[config.mk]
export PLATFORM = sky130hd
export DESIGN_NAME = pipeline_ctrl
export DESIGN_NICKNAME = d
export VERILOG_FILES = /design/src/rtl/pipeline_ctrl_pkg.sv /design/src/rtl/pipeline_ctrl_hazard.sv /design/src/rtl/pipeline_ctrl.sv
export SDC_FILE = /design/constraint.sdc
export NUM_CORES = 1
export LEC_CHECK = 0
export ABC_AREA = 1
export CAP_MARGIN = 25
export CORE_ASPECT_RATIO = 1.75
export CORE_MARGIN = 8
export CORE_UTILIZATION = 34
export CTS_CLUSTER_DIAMETER = 80
export CTS_CLUSTER_SIZE = 10
export DETAILED_ROUTE_END_ITERATION = 8
export MAX_ROUTING_LAYER = met4
export PLACE_DENSITY = 0.81
export SYNTH_ARGS = -nofsm -noshare
export SYNTH_HDL_FRONTEND = slang
export SYNTH_SLANG_ARGS = --single-unit
[constraint.sdc]
create_clock -name i_clk -period 1.82 [get_ports i_clk]
set_input_delay 0.182 -clock i_clk [delete_from_list [all_inputs] [get_ports i_clk]]
set_output_delay 0.182 -clock i_clk [all_outputs]
set_load 0.01 [all_outputs]
[src/rtl/pipeline_ctrl_pkg.sv]
// Shared definitions for the pipeline controller: state encoding, drain depth,
// architectural zero register and a helper for stage-enable decoding.
package pipeline_ctrl_pkg;

  localparam logic [2:0] ST_IDLE   = 3'd0;
  localparam logic [2:0] ST_RUN    = 3'd1;
  localparam logic [2:0] ST_STEP   = 3'd2;
  localparam logic [2:0] ST_DRAIN  = 3'd3;
  localparam logic [2:0] ST_HALTED = 3'd4;

  typedef enum logic [2:0] {
    S_IDLE   = ST_IDLE,
    S_RUN    = ST_RUN,
    S_STEP   = ST_STEP,
    S_DRAIN  = ST_DRAIN,
    S_HALTED = ST_HALTED
  } state_t;

  localparam logic [1:0] DRAIN_DEPTH = 2'd3;
  localparam logic [4:0] REG_ZERO    = 5'd0;

  function automatic logic pipe_active(input state_t s);
    return (s == S_RUN) || (s == S_STEP) || (s == S_DRAIN);
  endfunction

endpackage

[src/rtl/pipeline_ctrl_hazard.sv]
// Load-use hazard comparator: flags an ID-stage read of a register that the
// load currently in EX has not yet produced.
module hazard_detect
  import pipeline_ctrl_pkg::*;
(
  input  logic       i_pipe_en,
  input  logic       i_idex_memread,
  input  logic [4:0] i_idex_rt,
  input  logic [4:0] i_ifid_rs,
  input  logic [4:0] i_ifid_rt,
  output logic       o_load_use
);

  // A load into r0 never creates a dependency.
  assign o_load_use = i_pipe_en && i_idex_memread && (i_idex_rt != REG_ZERO) &&
                      ((i_idex_rt == i_ifid_rs) || (i_idex_rt == i_ifid_rt));

endmodule

[src/rtl/pipeline_ctrl.sv]
// Debug-controlled pipeline sequencer with HALT drain and stall/flush steering.
// Optional active-cycle counter enabled by defining PIPE_CTRL_CYCLE_CNT_EN.
module pipeline_ctrl
  import pipeline_ctrl_pkg::*;
(
  input  logic        i_clk,
  input  logic        i_rst_n,
  input  logic        i_run,
  input  logic        i_step,
  input  logic        i_stop,
  input  logic        i_clear,
  input  logic        i_id_halt,
  input  logic        i_idex_memread,
  input  logic [4:0]  i_idex_rt,
  input  logic [4:0]  i_ifid_rs,
  input  logic [4:0]  i_ifid_rt,
  input  logic        i_ex_branch_taken,
  output logic        o_pipe_en,
  output logic        o_pc_en,
  output logic        o_ifid_en,
  output logic        o_ifid_flush,
  output logic        o_idex_bubble,
  output logic        o_halted,
  output logic [2:0]  o_state,
  output logic [31:0] o_cycle_cnt
);

  state_t     state_q, state_d;
  logic [1:0] drain_cnt_q, drain_cnt_d;
  logic       halted_q, halted_d;
  logic       pipe_en, draining, flush, load_use, halt_ok;

  assign pipe_en  = pipe_active(state_q);
  assign draining = (state_q == S_DRAIN);
  assign flush    = pipe_en && i_ex_branch_taken;
  // A HALT seen while ID is stalled belongs to an instruction not yet valid.
  assign halt_ok  = i_id_halt && !load_use;

  hazard_detect u_hazard (
    .i_pipe_en      (pipe_en),
    .i_idex_memread (i_idex_memread),
    .i_idex_rt      (i_idex_rt),
    .i_ifid_rs      (i_ifid_rs),
    .i_ifid_rt      (i_ifid_rt),
    .o_load_use     (load_use)
  );

  always_comb begin
    // NOTE: every variable gets a default before the case so no path can infer a latch.
    state_d     = state_q;
    drain_cnt_d = drain_cnt_q;
    case (state_q)
      S_IDLE: begin
        if (i_run)       state_d = S_RUN;
        else if (i_step) state_d = S_STEP;
      end
      S_STEP: begin
        if (halt_ok) begin
          state_d     = S_DRAIN;
          drain_cnt_d = DRAIN_DEPTH;
        end else begin
          state_d = S_IDLE;
        end
      end
      S_RUN: begin
        if (halt_ok) begin
          state_d     = S_DRAIN;
          drain_cnt_d = DRAIN_DEPTH;
        end else if (i_stop) begin
          state_d = S_IDLE;
        end
      end
      S_DRAIN: begin
        // Leave as the count reaches zero so DRAIN lasts exactly DRAIN_DEPTH cycles.
        if (drain_cnt_q <= 2'd1) begin
          state_d     = S_HALTED;
          drain_cnt_d = 2'd0;
        end else begin
          drain_cnt_d = drain_cnt_q - 2'd1;
        end
      end
      S_HALTED: begin
        if (i_clear) state_d = S_IDLE;
      end
      default: begin
        state_d     = S_IDLE;
        drain_cnt_d = 2'd0;
      end
    endcase
    halted_d = (state_d == S_HALTED);
  end

  always_ff @(posedge i_clk or negedge i_rst_n) begin
    if (!i_rst_n) begin
      state_q     <= S_IDLE;
      drain_cnt_q <= 2'd0;
      halted_q    <= 1'b0;
    end else begin
      // NOTE: non-blocking assignments so every flop samples pre-edge values.
      state_q     <= state_d;
      drain_cnt_q <= drain_cnt_d;
      halted_q    <= halted_d;
    end
  end

  // Priority: drain freezes the front end, then flush, then load-use stall.
  always_comb begin
    o_pc_en       = pipe_en;
    o_ifid_en     = pipe_en;
    o_ifid_flush  = flush;
    o_idex_bubble = 1'b0;
    if (draining) begin
      o_pc_en       = 1'b0;
      o_ifid_en     = 1'b0;
      o_idex_bubble = 1'b1;
    end else if (flush) begin
      o_idex_bubble = 1'b1;
    end else if (load_use) begin
      o_pc_en       = 1'b0;
      o_ifid_en     = 1'b0;
      o_idex_bubble = 1'b1;
    end
  end

  assign o_pipe_en = pipe_en;
  assign o_halted  = halted_q;
  assign o_state   = state_q;

`ifdef PIPE_CTRL_CYCLE_CNT_EN
  logic [31:0] cycle_cnt_q, cycle_cnt_d;

  always_comb begin
    cycle_cnt_d = cycle_cnt_q;
    if (i_clear)
      cycle_cnt_d = 32'd0;
    else if (pipe_en && (cycle_cnt_q != 32'hFFFF_FFFF))
      cycle_cnt_d = cycle_cnt_q + 32'd1;
  end

  always_ff @(posedge i_clk or negedge i_rst_n) begin
    if (!i_rst_n) cycle_cnt_q <= 32'd0;
    else          cycle_cnt_q <= cycle_cnt_d;
  end

  assign o_cycle_cnt = cycle_cnt_q;
`else
  assign o_cycle_cnt = 32'd0;
`endif

endmodule

==> reports/metrics.yaml, run 1 <==
cts:
  cts_buffers: 3
  tritoncts: "yes"
  cts.path.max_buffers: 2
  post-cts-setup-buffers: 0
  cts.clk_slew.worst_paths_ns: 0.04
  ctsHtreeMaxLevel: 1
  clock_tree.root_cell: "sky130_fd_sc_hd__clkbuf_8"
  worstSkewPairLatency_ns: 0.22
  tritoncts_num_sinks: 6
floorplanning:
  core.rowCount: 24
  die_height_um: 82.2
  ios: 65
  die_width_um: 53.8
  design.die.area_um2: 4420
  core_area_um2: 2430
  initial_cell_density_of_the_core_pct: 35.0
placement:
  detailedPlacementHpwl_um: 1890
  numPlacedInstances: 197
  dpl-instance-area_um2: 1090
  dp_slack_ns: -0.310
  buffer_ports.inserted: 32
  gpl.final_weighted_congestion: 0.814
detailed_routing:
  drt_pre_antenna_iters: 4
  vias: 812
  avgViaCountPerCell: 4.06
  drcViolationCount: 0
  drt_wl_total_um: 2030
  detailedRoute.firstIterationViolations: 22
  post_drt_wl_per_cell_um: 10.2
  route.antenna.remaining_nets: 0
global_route:
  busiest_layer: "met2"
  gr-usage-met3_pct: 1.43
  wire_length_of_the_first_global_routing_pass_um: 3270
  gr-usage-met2_pct: 18.1
  number_of_antenna_violations_at_the_first_check_in_global_routing: 0
  grtUsageTotal_pct: 9.83
  first_global_vias: 816
  global_route.usage.met1_pct: 9.08
  largest_net_degree_at_the_start_of_global_routing: 7
  grt_overflow_total: 0
synthesis:
  synth_compound_gate_area_share_pct: 6.03
  synth-adder-area-share_pct: 0
  synthXorXnorAreaFrac_pct: 2.06
  synth_area_um2: 851
  synth-seq-cells: 6
  synth_sequential_area_ratio_pct: 17.6
  yosysWarnings: 0
  synth_simple_gate_area_share_pct: 34.1
  synth.mux.area_fraction_pct: 0
  synth_instances: 138
  post_synth.cell_area_avg_um2: 6.17
  synthDistinctLibCells: 19
  combinational_family_with_the_most_area_after_synthesis: "buffers and inverters"
timing:
  report.final.hold_viol_count: 0
  layout_worst_path_cycle_share_pct: 94.8
  slew_violations: 0
  setup_tns_ns: 0
  max_freq_mhz: 580
  rsz_0062_raised_after_global_routing: "false"
  worst_slack_ns: 0.0955
  final_period_minus_worst_setup_slack_ns: 1.72
  setup_viol: 0
  fin_skew_ns: 0.00268
critical_path:
  crit_cells: 5
  worst_r2r_startpoint: "o_state[0]$_DFF_PN0_"
  worst-endpoint-required_ns: 1.64
  critical_path_endpoint_category: "primary output"
  crit_buf_inv: 2
  critPathArrivalTime_ns: 1.54
  ordered_list_of_cells_on_the_worst_path: "nor2_2 -> nor2_4 -> nand2_1 -> inv_1 -> clkdlybuf4s50_1"
  r2r_slack_ns: 0.41
  worst_path_largest_cell_delay_ns: 0.47
  r2r-end: "o_state[0]$_DFF_PN0_"
  worst_setup_path_endpoint: "o_ifid_flush"
  setup.worst_path.class: "flop to primary output"
  timing.reg2reg.worst_path_depth: 10
  worst_setup_startpoint: "o_state[0]$_DFF_PN0_"
  crit_path_start_kind: "flop"
  slowest_cp_cell: "sky130_fd_sc_hd__clkdlybuf4s50_1"
  worst-path-max-fanout: 5
  critical_path.top_delay_family: "buffers and inverters"
layout:
  drive_above_1_share_pct: 9.77
  antenna-diode-count: 0
  most-common-layout-cells: "sky130_fd_sc_hd__nand2_1, sky130_fd_sc_hd__conb_1, sky130_fd_sc_hd__inv_1, sky130_fd_sc_hd__clkdlybuf4s50_1, sky130_fd_sc_hd__nor2_1"
  area_growth_pct: 31.5
  finish.net_count: 200
  post_layout_nonfiller_instances: 200
  final_core_utilization_pct: 46.0
  postLayoutCellArea_um2: 1120
  final_common_cell: "sky130_fd_sc_hd__nand2_1"
outcome:
  status: "finished, final reports clean"
power:
  powerDensity_nw_per_um2: 1120
  irDropWorstVdd_v: 0.000359
  leakage_power_figure_nw: 0.659
worst_hold_path:
  hold_path.class: "input port to async pin"
job:
  drv.max_cap_violation_count: 0
## worst register-to-register path, cell delays in order (launching register included)
cell                      delay (ns)
sky130_fd_sc_hd__dfrtp_1        0.41
sky130_fd_sc_hd__nor2_2         0.10
sky130_fd_sc_hd__nor2_4         0.11
sky130_fd_sc_hd__nand2_2        0.06
sky130_fd_sc_hd__a31oi_2        0.14
sky130_fd_sc_hd__nand2_2        0.08
sky130_fd_sc_hd__buf_4          0.14
sky130_fd_sc_hd__nand2_1        0.07
sky130_fd_sc_hd__nand2_1        0.05
sky130_fd_sc_hd__nand2_1        0.07
sky130_fd_sc_hd__nand3_2        0.06
## stage by stage
step / hold slack, ns / total power [W]
2_1_floorplan: -0.114 / 0.000794
5_1_grt: 0.216 / 0.00137
3_3_place_gp: 0.431 / 0.00111
3_5_place_dp: 0.431 / 0.00112
4_1_cts: 0.195 / 0.00128
6_report: 0.191 / 0.00125
## final cells by class
type | instances | area (um^2)
well taps | 26 | 32.5
flip-flops and latches | 6 | 150
fillers | 266 | 1310
clock buffers | 3 | 41.3
inverters | 24 | 90.1
repair buffers | 35 | 325
multi-input cells | 106 | 479
## flip-flops by register name (all words and copies together) (netlist names)
name and cells:
o_halted 1, drain_cnt_q 2, o_state 3
## cell usage after synthesis (all sizes together)
library cell  instances  share of area (%)
o21ai                 5                2.9
nand3b                1               0.88
or2                   1               0.74
a21oi                 1               0.59
nor3                  5                2.9
a2111oi               1                1.0
conb                  1               0.44
xnor2                 2                2.1
dfrtp                 6                 18
nand3                 8                5.9
a31oi                 1                1.5
nor2                 10                5.6
inv                  24                 11
buf                  33                 29
nand2                39                 18
## worst min-delay path by stage
stage / startpoint / to / slack [ns] / cells past startpoint
floorplan: i_rst_n / drain_cnt_q[0]$_DFFE_PN0P_ / -0.11 / 0
global placement: i_rst_n / o_halted$_DFF_PN0_ / 0.43 / 1
detailed placement: i_rst_n / o_halted$_DFF_PN0_ / 0.43 / 1
CTS: i_rst_n / drain_cnt_q[0]$_DFFE_PN0P_ / 0.19 / 1
global route: i_rst_n / o_halted$_DFF_PN0_ / 0.22 / 1
finish: i_rst_n / o_state[1]$_DFF_PN0_ / 0.19 / 1
## cells by family after synthesis
logic type,Yosys count
and+or+nand+nor,64
DFF,6
xor gates and xnor gates,2
AOI/OAI and AO/OA,8
other,1
buffers and inverters,57
## timing repair
action,4_1_cts,5_1_grt
resized for setup,9,4
endpoints found under the hold margin,0,0
hold buffers,0,0
cloned,0,0
endpoints found under the setup margin,3,2
pin swaps,0,1
## report_power, final
part / leakage (nW) / internal [W] / switching, W
registers: 0.0769 / 0.000197 / 0.0000659
clock network: 0.0216 / 0.000142 / 0.0000550
logic: 0.560 / 0.000356 / 0.000438
total: 0.659 / 0.000695 / 0.000559
## per-layer routing
metal	vias up	share of wire, %
met5	-	0
li1	428	-
met4	0	3.8
met3	6	9.2
met1	336	31
met2	42	55
Power figures use the tool's default switching activity.
==> run 2, diff against run 1 <==
--- a/config.mk
+++ b/config.mk
@@ -8,13 +8,13 @@
 export ABC_AREA = 1
 export CAP_MARGIN = 25
 export CORE_ASPECT_RATIO = 1.75
-export CORE_MARGIN = 8
 export CORE_UTILIZATION = 34
 export CTS_CLUSTER_DIAMETER = 80
 export CTS_CLUSTER_SIZE = 10
 export DETAILED_ROUTE_END_ITERATION = 8
 export MAX_ROUTING_LAYER = met4
 export PLACE_DENSITY = 0.81
+export REMOVE_ABC_BUFFERS = 1
 export SYNTH_ARGS = -nofsm -noshare
 export SYNTH_HDL_FRONTEND = slang
 export SYNTH_SLANG_ARGS = --single-unit
==> reports/metrics.yaml, run 2 (synthesis results as in run 1) <==
critical_path:
  critPathArrivalTime_ns: 1.48  # was 1.54 ns
  timing.reg2reg.worst_path_depth: 10  # unchanged
  r2r_slack_ns: 0.43  # was 0.41 ns
  setup.worst_path.class: "input port to primary output"  # was flop to primary output
  worst-path-max-fanout: 3  # was 5
  crit_path_start_kind: "input port"  # was flop
  critical_path_endpoint_category: "primary output"  # unchanged
  r2r-end: "o_state[0]$_DFF_PN0_"  # unchanged
  worst_r2r_startpoint: "o_state[1]$_DFF_PN0_"  # was o_state[0]$_DFF_PN0_
  worst-endpoint-required_ns: 1.64  # about the same
layout:
  drive_above_1_share_pct: 13.0  # was 9.77%
  most-common-layout-cells: "sky130_fd_sc_hd__nand2_1, sky130_fd_sc_hd__conb_1, sky130_fd_sc_hd__inv_1, sky130_fd_sc_hd__clkdlybuf4s50_1, sky130_fd_sc_hd__nor2_1"  # unchanged
  final_common_cell: "sky130_fd_sc_hd__nand2_1"  # unchanged
  area_growth_pct: 35.9  # was 31.5%
  largest_reg_flops: 3  # unchanged
  finish.net_count: 203  # was 200
  final_core_utilization_pct: 49.6  # was 46.0%
  antenna-diode-count: 0  # unchanged
  n_fill_cell: 258  # was 266
  post_layout_nonfiller_instances: 202  # was 200
detailed_routing:
  drt_pre_antenna_iters: 3  # was 4
  vias: 822  # was 812
  post_drt_wl_per_cell_um: 8.13  # was 10.2 um
  drcViolationCount: 0  # unchanged
  detailedRoute.firstIterationViolations: 9  # was 22
  avgViaCountPerCell: 4.07  # was 4.06
  route.antenna.remaining_nets: 0  # unchanged
  drt_wl_total_um: 1640  # was 2030 um
global_route:
  grt_overflow_total: 0  # unchanged
  first_global_vias: 712  # was 816
  number_of_antenna_violations_at_the_first_check_in_global_routing: 0  # unchanged
  largest_net_degree_at_the_start_of_global_routing: 7  # unchanged
  wire_length_of_the_first_global_routing_pass_um: 2670  # was 3270 um
  grtUsageTotal_pct: 14.0  # was 9.83%
cts:
  ctsHtreeMaxLevel: 1  # unchanged
  tritoncts_num_sinks: 6  # unchanged
  clock_tree.root_cell: "sky130_fd_sc_hd__clkbuf_8"  # unchanged
  tritoncts: "yes"  # unchanged
  worstSkewPairLatency_ns: 0.22  # about the same
  cts.path.max_buffers: 2  # unchanged
  cts.clk_slew.worst_paths_ns: 0.04  # about the same
  cts_buffers: 3  # unchanged
  cts-hold-fix-buffers: 0  # unchanged
timing:
  report.final.hold_viol_count: 0  # unchanged
  max_freq_mhz: 600  # was 580 MHz
  layout_worst_path_cycle_share_pct: 91.5  # was 94.8%
  rsz_0062_raised_after_global_routing: "false"  # unchanged
  setup_tns_ns: 0  # unchanged
  slew_violations: 0  # unchanged
  fin_hold_ws_ns: 0.195  # was 0.191 ns
  setup_viol: 0  # unchanged
  fin_skew_ns: 0.00262  # was 0.00268 ns
  final_period_minus_worst_setup_slack_ns: 1.67  # was 1.72 ns
placement:
  buffer_ports.inserted: 32  # unchanged
  gpl.final_weighted_congestion: 0.789  # was 0.814
  numPlacedInstances: 199  # was 197
  detailedPlacementHpwl_um: 1500  # was 1890 um
floorplanning:
  ios: 65  # unchanged
  initial_cell_density_of_the_core_pct: 36.5  # was 35.0%
  die_height_um: 68.2  # was 82.2 um
  core_area_um2: 2330  # was 2430 um^2
  die_width_um: 39.8  # was 53.8 um
  design.die.area_um2: 2710  # was 4420 um^2
  core.rowCount: 23  # was 24
worst_hold_path:
  hold_path.class: "input port to async pin"  # unchanged
power:
  powerDensity_nw_per_um2: 1150  # was 1120 nW/um^2
  leakage_power_figure_nw: 0.683  # was 0.659 nW
  irDropWorstVdd_v: 0.000414  # was 0.000359 V
job:
  drv.max_cap_violation_count: 0  # unchanged
outcome:
  status: "finished, final reports clean"  # unchanged
run 2: how the worst max path moves through the flow:
stage / start / endpoint / slack, ns / cells after the start
finish: i_idex_rt[1] / o_idex_bubble / 0.15 / 10
global route: i_idex_rt[1] / o_idex_bubble / 0.01 / 10
CTS: o_state[0]$_DFF_PN0_ / o_ifid_flush / 0.01 / 6
detailed placement: i_idex_rt[4] / o_ifid_en / -0.33 / 11
global placement: i_idex_rt[3] / o_ifid_en / -0.33 / 11
floorplan: o_state[2]$_DFF_PN0_ / o_ifid_en / 0.42 / 6
run 2: where the power goes:
part | leakage (nW) | total, W | internal [W] | switching [W]
combinational | 0.587 | 0.000867 | 0.000415 | 0.000451
sequential | 0.0742 | 0.000273 | 0.000201 | 0.0000719
clock | 0.0216 | 0.000194 | 0.000142 | 0.0000522
total | 0.683 | 0.00133 | 0.000758 | 0.000575
run 2: metrics by stage:
stage | area [um^2] | setup WS (ns) | power (W)
2_1_floorplan | 719 | 0.423 | 0.000718
3_3_place_gp | 1120 | -0.332 | 0.00116
3_5_place_dp | 1120 | -0.333 | 0.00118
4_1_cts | 1150 | 0.0118 | 0.00134
5_1_grt | 1160 | 0.0108 | 0.00147
6_report | 1160 | 0.154 | 0.00133
run 2: worst max-delay path, stage by stage:
cell and delay (ns):
sky130_fd_sc_hd__clkdlybuf4s50_1 0.49, sky130_fd_sc_hd__inv_1 0.07, sky130_fd_sc_hd__nand2_1 0.06, sky130_fd_sc_hd__nand2_1 0.05, sky130_fd_sc_hd__nor2_1 0.10, sky130_fd_sc_hd__nand3_1 0.07
sky130_fd_sc_hd__nand2_1 0.07, sky130_fd_sc_hd__nand2_2 0.06, sky130_fd_sc_hd__nand3_1 0.07, sky130_fd_sc_hd__clkdlybuf4s15_1 0.25
run 2: area by class of cell:
| type | count | area [um^2] | area share [%] |
|---|---|---|---|
| Clock buffer | 3 | 41.3 | 3.57 |
| Multi-Input combinational cell | 106 | 488 | 42.2 |
| Tap cell | 25 | 31.3 | 2.71 |
| Inverter | 24 | 90.1 | 7.79 |
| Sequential cell | 6 | 153 | 13.2 |
| Timing Repair Buffer | 38 | 353 | 30.5 |
run 2: per-layer routing:
layer  up-vias  share of wire (%)  global-route usage (%)
li1        431                  -                       -
met3         2                8.6                    2.92
met2        41                 60                    27.7
met1       348                 31                    12.7
met4         0               0.43                    2.59
met5         -                  0                       -
run 2: what timing repair did:
item,4_1_cts,5_1_grt
setup buffers,0,0
pin swaps,0,1
resized for setup,9,9
endpoints found under the setup margin,3,4
==> run 3, diff against run 2 <==
--- a/config.mk
+++ b/config.mk
@@ -14,7 +14,6 @@
 export DETAILED_ROUTE_END_ITERATION = 8
 export MAX_ROUTING_LAYER = met4
 export PLACE_DENSITY = 0.81
-export REMOVE_ABC_BUFFERS = 1
 export SYNTH_ARGS = -nofsm -noshare
 export SYNTH_HDL_FRONTEND = slang
 export SYNTH_SLANG_ARGS = --single-unit
==> reports/metrics.yaml, run 3 (synthesis results as in run 1) <==
outcome:
  status: "finished, final reports clean"  # unchanged
floorplanning:
  die_height_um: 68.2  # unchanged
  initial_cell_density_of_the_core_pct: 36.5  # unchanged
  core_area_um2: 2330  # unchanged
  design.die.area_um2: 2710  # unchanged
  core.rowCount: 23  # unchanged
  ios: 65  # unchanged
  die_width_um: 39.8  # unchanged
layout:
  n_fill_cell: 251  # was 258
  most-common-layout-cells: "sky130_fd_sc_hd__nand2_1, sky130_fd_sc_hd__conb_1, sky130_fd_sc_hd__inv_1, sky130_fd_sc_hd__clkdlybuf4s50_1, sky130_fd_sc_hd__nor2_1"  # unchanged
  finish.net_count: 203  # unchanged
  final_common_cell: "sky130_fd_sc_hd__nand2_1"  # unchanged
  final_core_utilization_pct: 49.8  # was 49.6%
  post_layout_nonfiller_instances: 202  # unchanged
  area_growth_pct: 36.3  # was 35.9%
  largest_reg_flops: 3  # unchanged
  antenna-diode-count: 0  # unchanged
  postLayoutCellArea_um2: 1160  # about the same
  drive_above_1_share_pct: 10.7  # was 13.0%
global_route:
  wire_length_of_the_first_global_routing_pass_um: 2540  # was 2670 um
  number_of_antenna_violations_at_the_first_check_in_global_routing: 0  # unchanged
  largest_net_degree_at_the_start_of_global_routing: 7  # unchanged
  grtUsageTotal_pct: 13.5  # was 14.0%
  first_global_vias: 728  # was 712
  grt_overflow_total: 0  # unchanged
detailed_routing:
  route.antenna.remaining_nets: 0  # unchanged
  vias: 829  # was 822
  detailedRoute.firstIterationViolations: 5  # was 9
  post_drt_wl_per_cell_um: 7.81  # was 8.13 um
  avgViaCountPerCell: 4.10  # was 4.07
  drt_pre_antenna_iters: 3  # unchanged
  drt_wl_total_um: 1580  # was 1640 um
  drcViolationCount: 0  # unchanged
cts:
  tritoncts_num_sinks: 6  # unchanged
  cts.clk_slew.worst_paths_ns: 0.04  # about the same
  tritoncts: "yes"  # unchanged
  ctsHtreeMaxLevel: 1  # unchanged
  worstSkewPairLatency_ns: 0.22  # about the same
  clock_tree.root_cell: "sky130_fd_sc_hd__clkbuf_8"  # unchanged
  cts.path.max_buffers: 2  # unchanged
  cts_buffers: 3  # unchanged
timing:
  fin_hold_ws_ns: 0.202  # was 0.195 ns
  fin_skew_ns: 0.00196  # was 0.00262 ns
  rsz_0062_raised_after_global_routing: "true"  # was false
  final_period_minus_worst_setup_slack_ns: 1.75  # was 1.67 ns
  layout_worst_path_cycle_share_pct: 96.0  # was 91.5%
  report.final.hold_viol_count: 0  # unchanged
  setup_viol: 0  # unchanged
  slew_violations: 0  # unchanged
  max_freq_mhz: 572  # was 600 MHz
critical_path:
  critical_path_endpoint_category: "primary output"  # unchanged
  worst-path-max-fanout: 4  # was 3
  critPathArrivalTime_ns: 1.57  # was 1.48 ns
  setup.worst_path.class: "flop to primary output"  # was input port to primary output
  worst-endpoint-required_ns: 1.64  # about the same
  crit_path_start_kind: "flop"  # was input port
power:
  design_power_total_w: 0.00132  # was 0.00133 W
  leakage_power_figure_nw: 0.686  # was 0.683 nW
  power_frac_seq_pct: 20.5  # about the same
  powerDensity_nw_per_um2: 1130  # was 1150 nW/um^2
  share_comb_of_total_power_pct: 64.8  # was 65.0%
  power.switching_fraction_pct: 42.4  # was 43.2%
  switching_power_w: 0.000558  # was 0.000575 W
  p_clk_share_pct: 14.6  # was 14.5%
  irDropWorstVdd_v: 0.000300  # was 0.000414 V
  cell_internal_pwr_w: 0.000757  # was 0.000758 W
placement:
  detailedPlacementHpwl_um: 1440  # was 1500 um
  dpl-instance-area_um2: 1110  # was 1120 um^2
  numPlacedInstances: 198  # was 199
  buffer_ports.inserted: 32  # unchanged
  gpl.final_weighted_congestion: 0.839  # was 0.789
job:
  drv.max_cap_violation_count: 0  # unchanged
worst_hold_path:
  hold_path.class: "input port to async pin"  # unchanged
[run 3: cell types whose count changed in the layout (fill, tap and decap cells not counted)]
cell                              delta
sky130_fd_sc_hd__dfrtp_1             +2
sky130_fd_sc_hd__clkbuf_2            -2
sky130_fd_sc_hd__dfrtp_2             -2
sky130_fd_sc_hd__clkdlybuf4s15_1     -1
sky130_fd_sc_hd__dlygate4sd2_1       +3
[run 3: per-layer routing]
metal / wire, um / up-vias / global-route usage (%)
met5: 0 / - / -
met4: 37 / 0 / 5.60
met3: 82 / 4 / 1.95
met2: 975 / 40 / 27.7
met1: 483 / 353 / 10.4
li1: - / 432 / -
[run 3: power groups by stage]
stage	registers [W]	clock network (W)	logic, W
floorplan	0.000273	0	0.000521
global placement	0.000264	0	0.000865
detailed placement	0.000264	0	0.000870
CTS	0.000270	0.000196	0.000848
global route	0.000280	0.000202	0.000965
finish	0.000270	0.000193	0.000852
[run 3: worst max-delay path, stage by stage (launching register included)]
cell                              delay (ns)
sky130_fd_sc_hd__dfrtp_1                0.43
sky130_fd_sc_hd__nor2_4                 0.16
sky130_fd_sc_hd__nor2_4                 0.04
sky130_fd_sc_hd__buf_4                  0.13
sky130_fd_sc_hd__nand2_1                0.07
sky130_fd_sc_hd__inv_1                  0.04
sky130_fd_sc_hd__clkdlybuf4s50_1        0.47
[run 3: path summary, 6_finish.rpt]
check	endpoint	start	cells past startpoint	slack, ns
max	o_ifid_flush	o_state[1]$_DFF_PN0_	6	0.07
min	drain_cnt_q[0]$_DFFE_PN0P_	i_rst_n	1	0.20
max reg2reg	o_state[0]$_DFF_PN0_	o_state[0]$_DFF_PN0_	10	0.43
min reg2reg	o_halted$_DFF_PN0_	drain_cnt_q[1]$_DFFE_PN0P_	1	0.52
max in group asynchronous	o_halted$_DFF_PN0_	i_rst_n	1	1.41
min in group i_clk	o_halted$_DFF_PN0_	drain_cnt_q[1]$_DFFE_PN0P_	1	0.52
[run 3: metrics by stage]
step	setup slack, ns	setup TNS [ns]
3_3_place_gp	-0.300	-0.793
3_5_place_dp	-0.294	-0.778
5_1_grt	-0.0455	-0.0887
6_report	0.0723	0
4_1_cts	0.0138	0
2_1_floorplan	0.301	0
[run 3: area by class of cell]
type,instances,area (um^2),share of cell area (%)
clock buffers,3,41.3,3.56
inverters,24,90.1,7.77
multi-input cells,106,488,42.1
flip-flops and latches,6,150,12.9
well taps,25,31.3,2.70
repair buffers,38,359,31.0
[run 3: timing repair]
item | CTS | global route
pin swaps | 0 | 2
gates resized for setup | 10 | 1
hold buffers | 0 | 0
buffers inserted | 0 | 1
setup endpoints to repair | 4 | 4
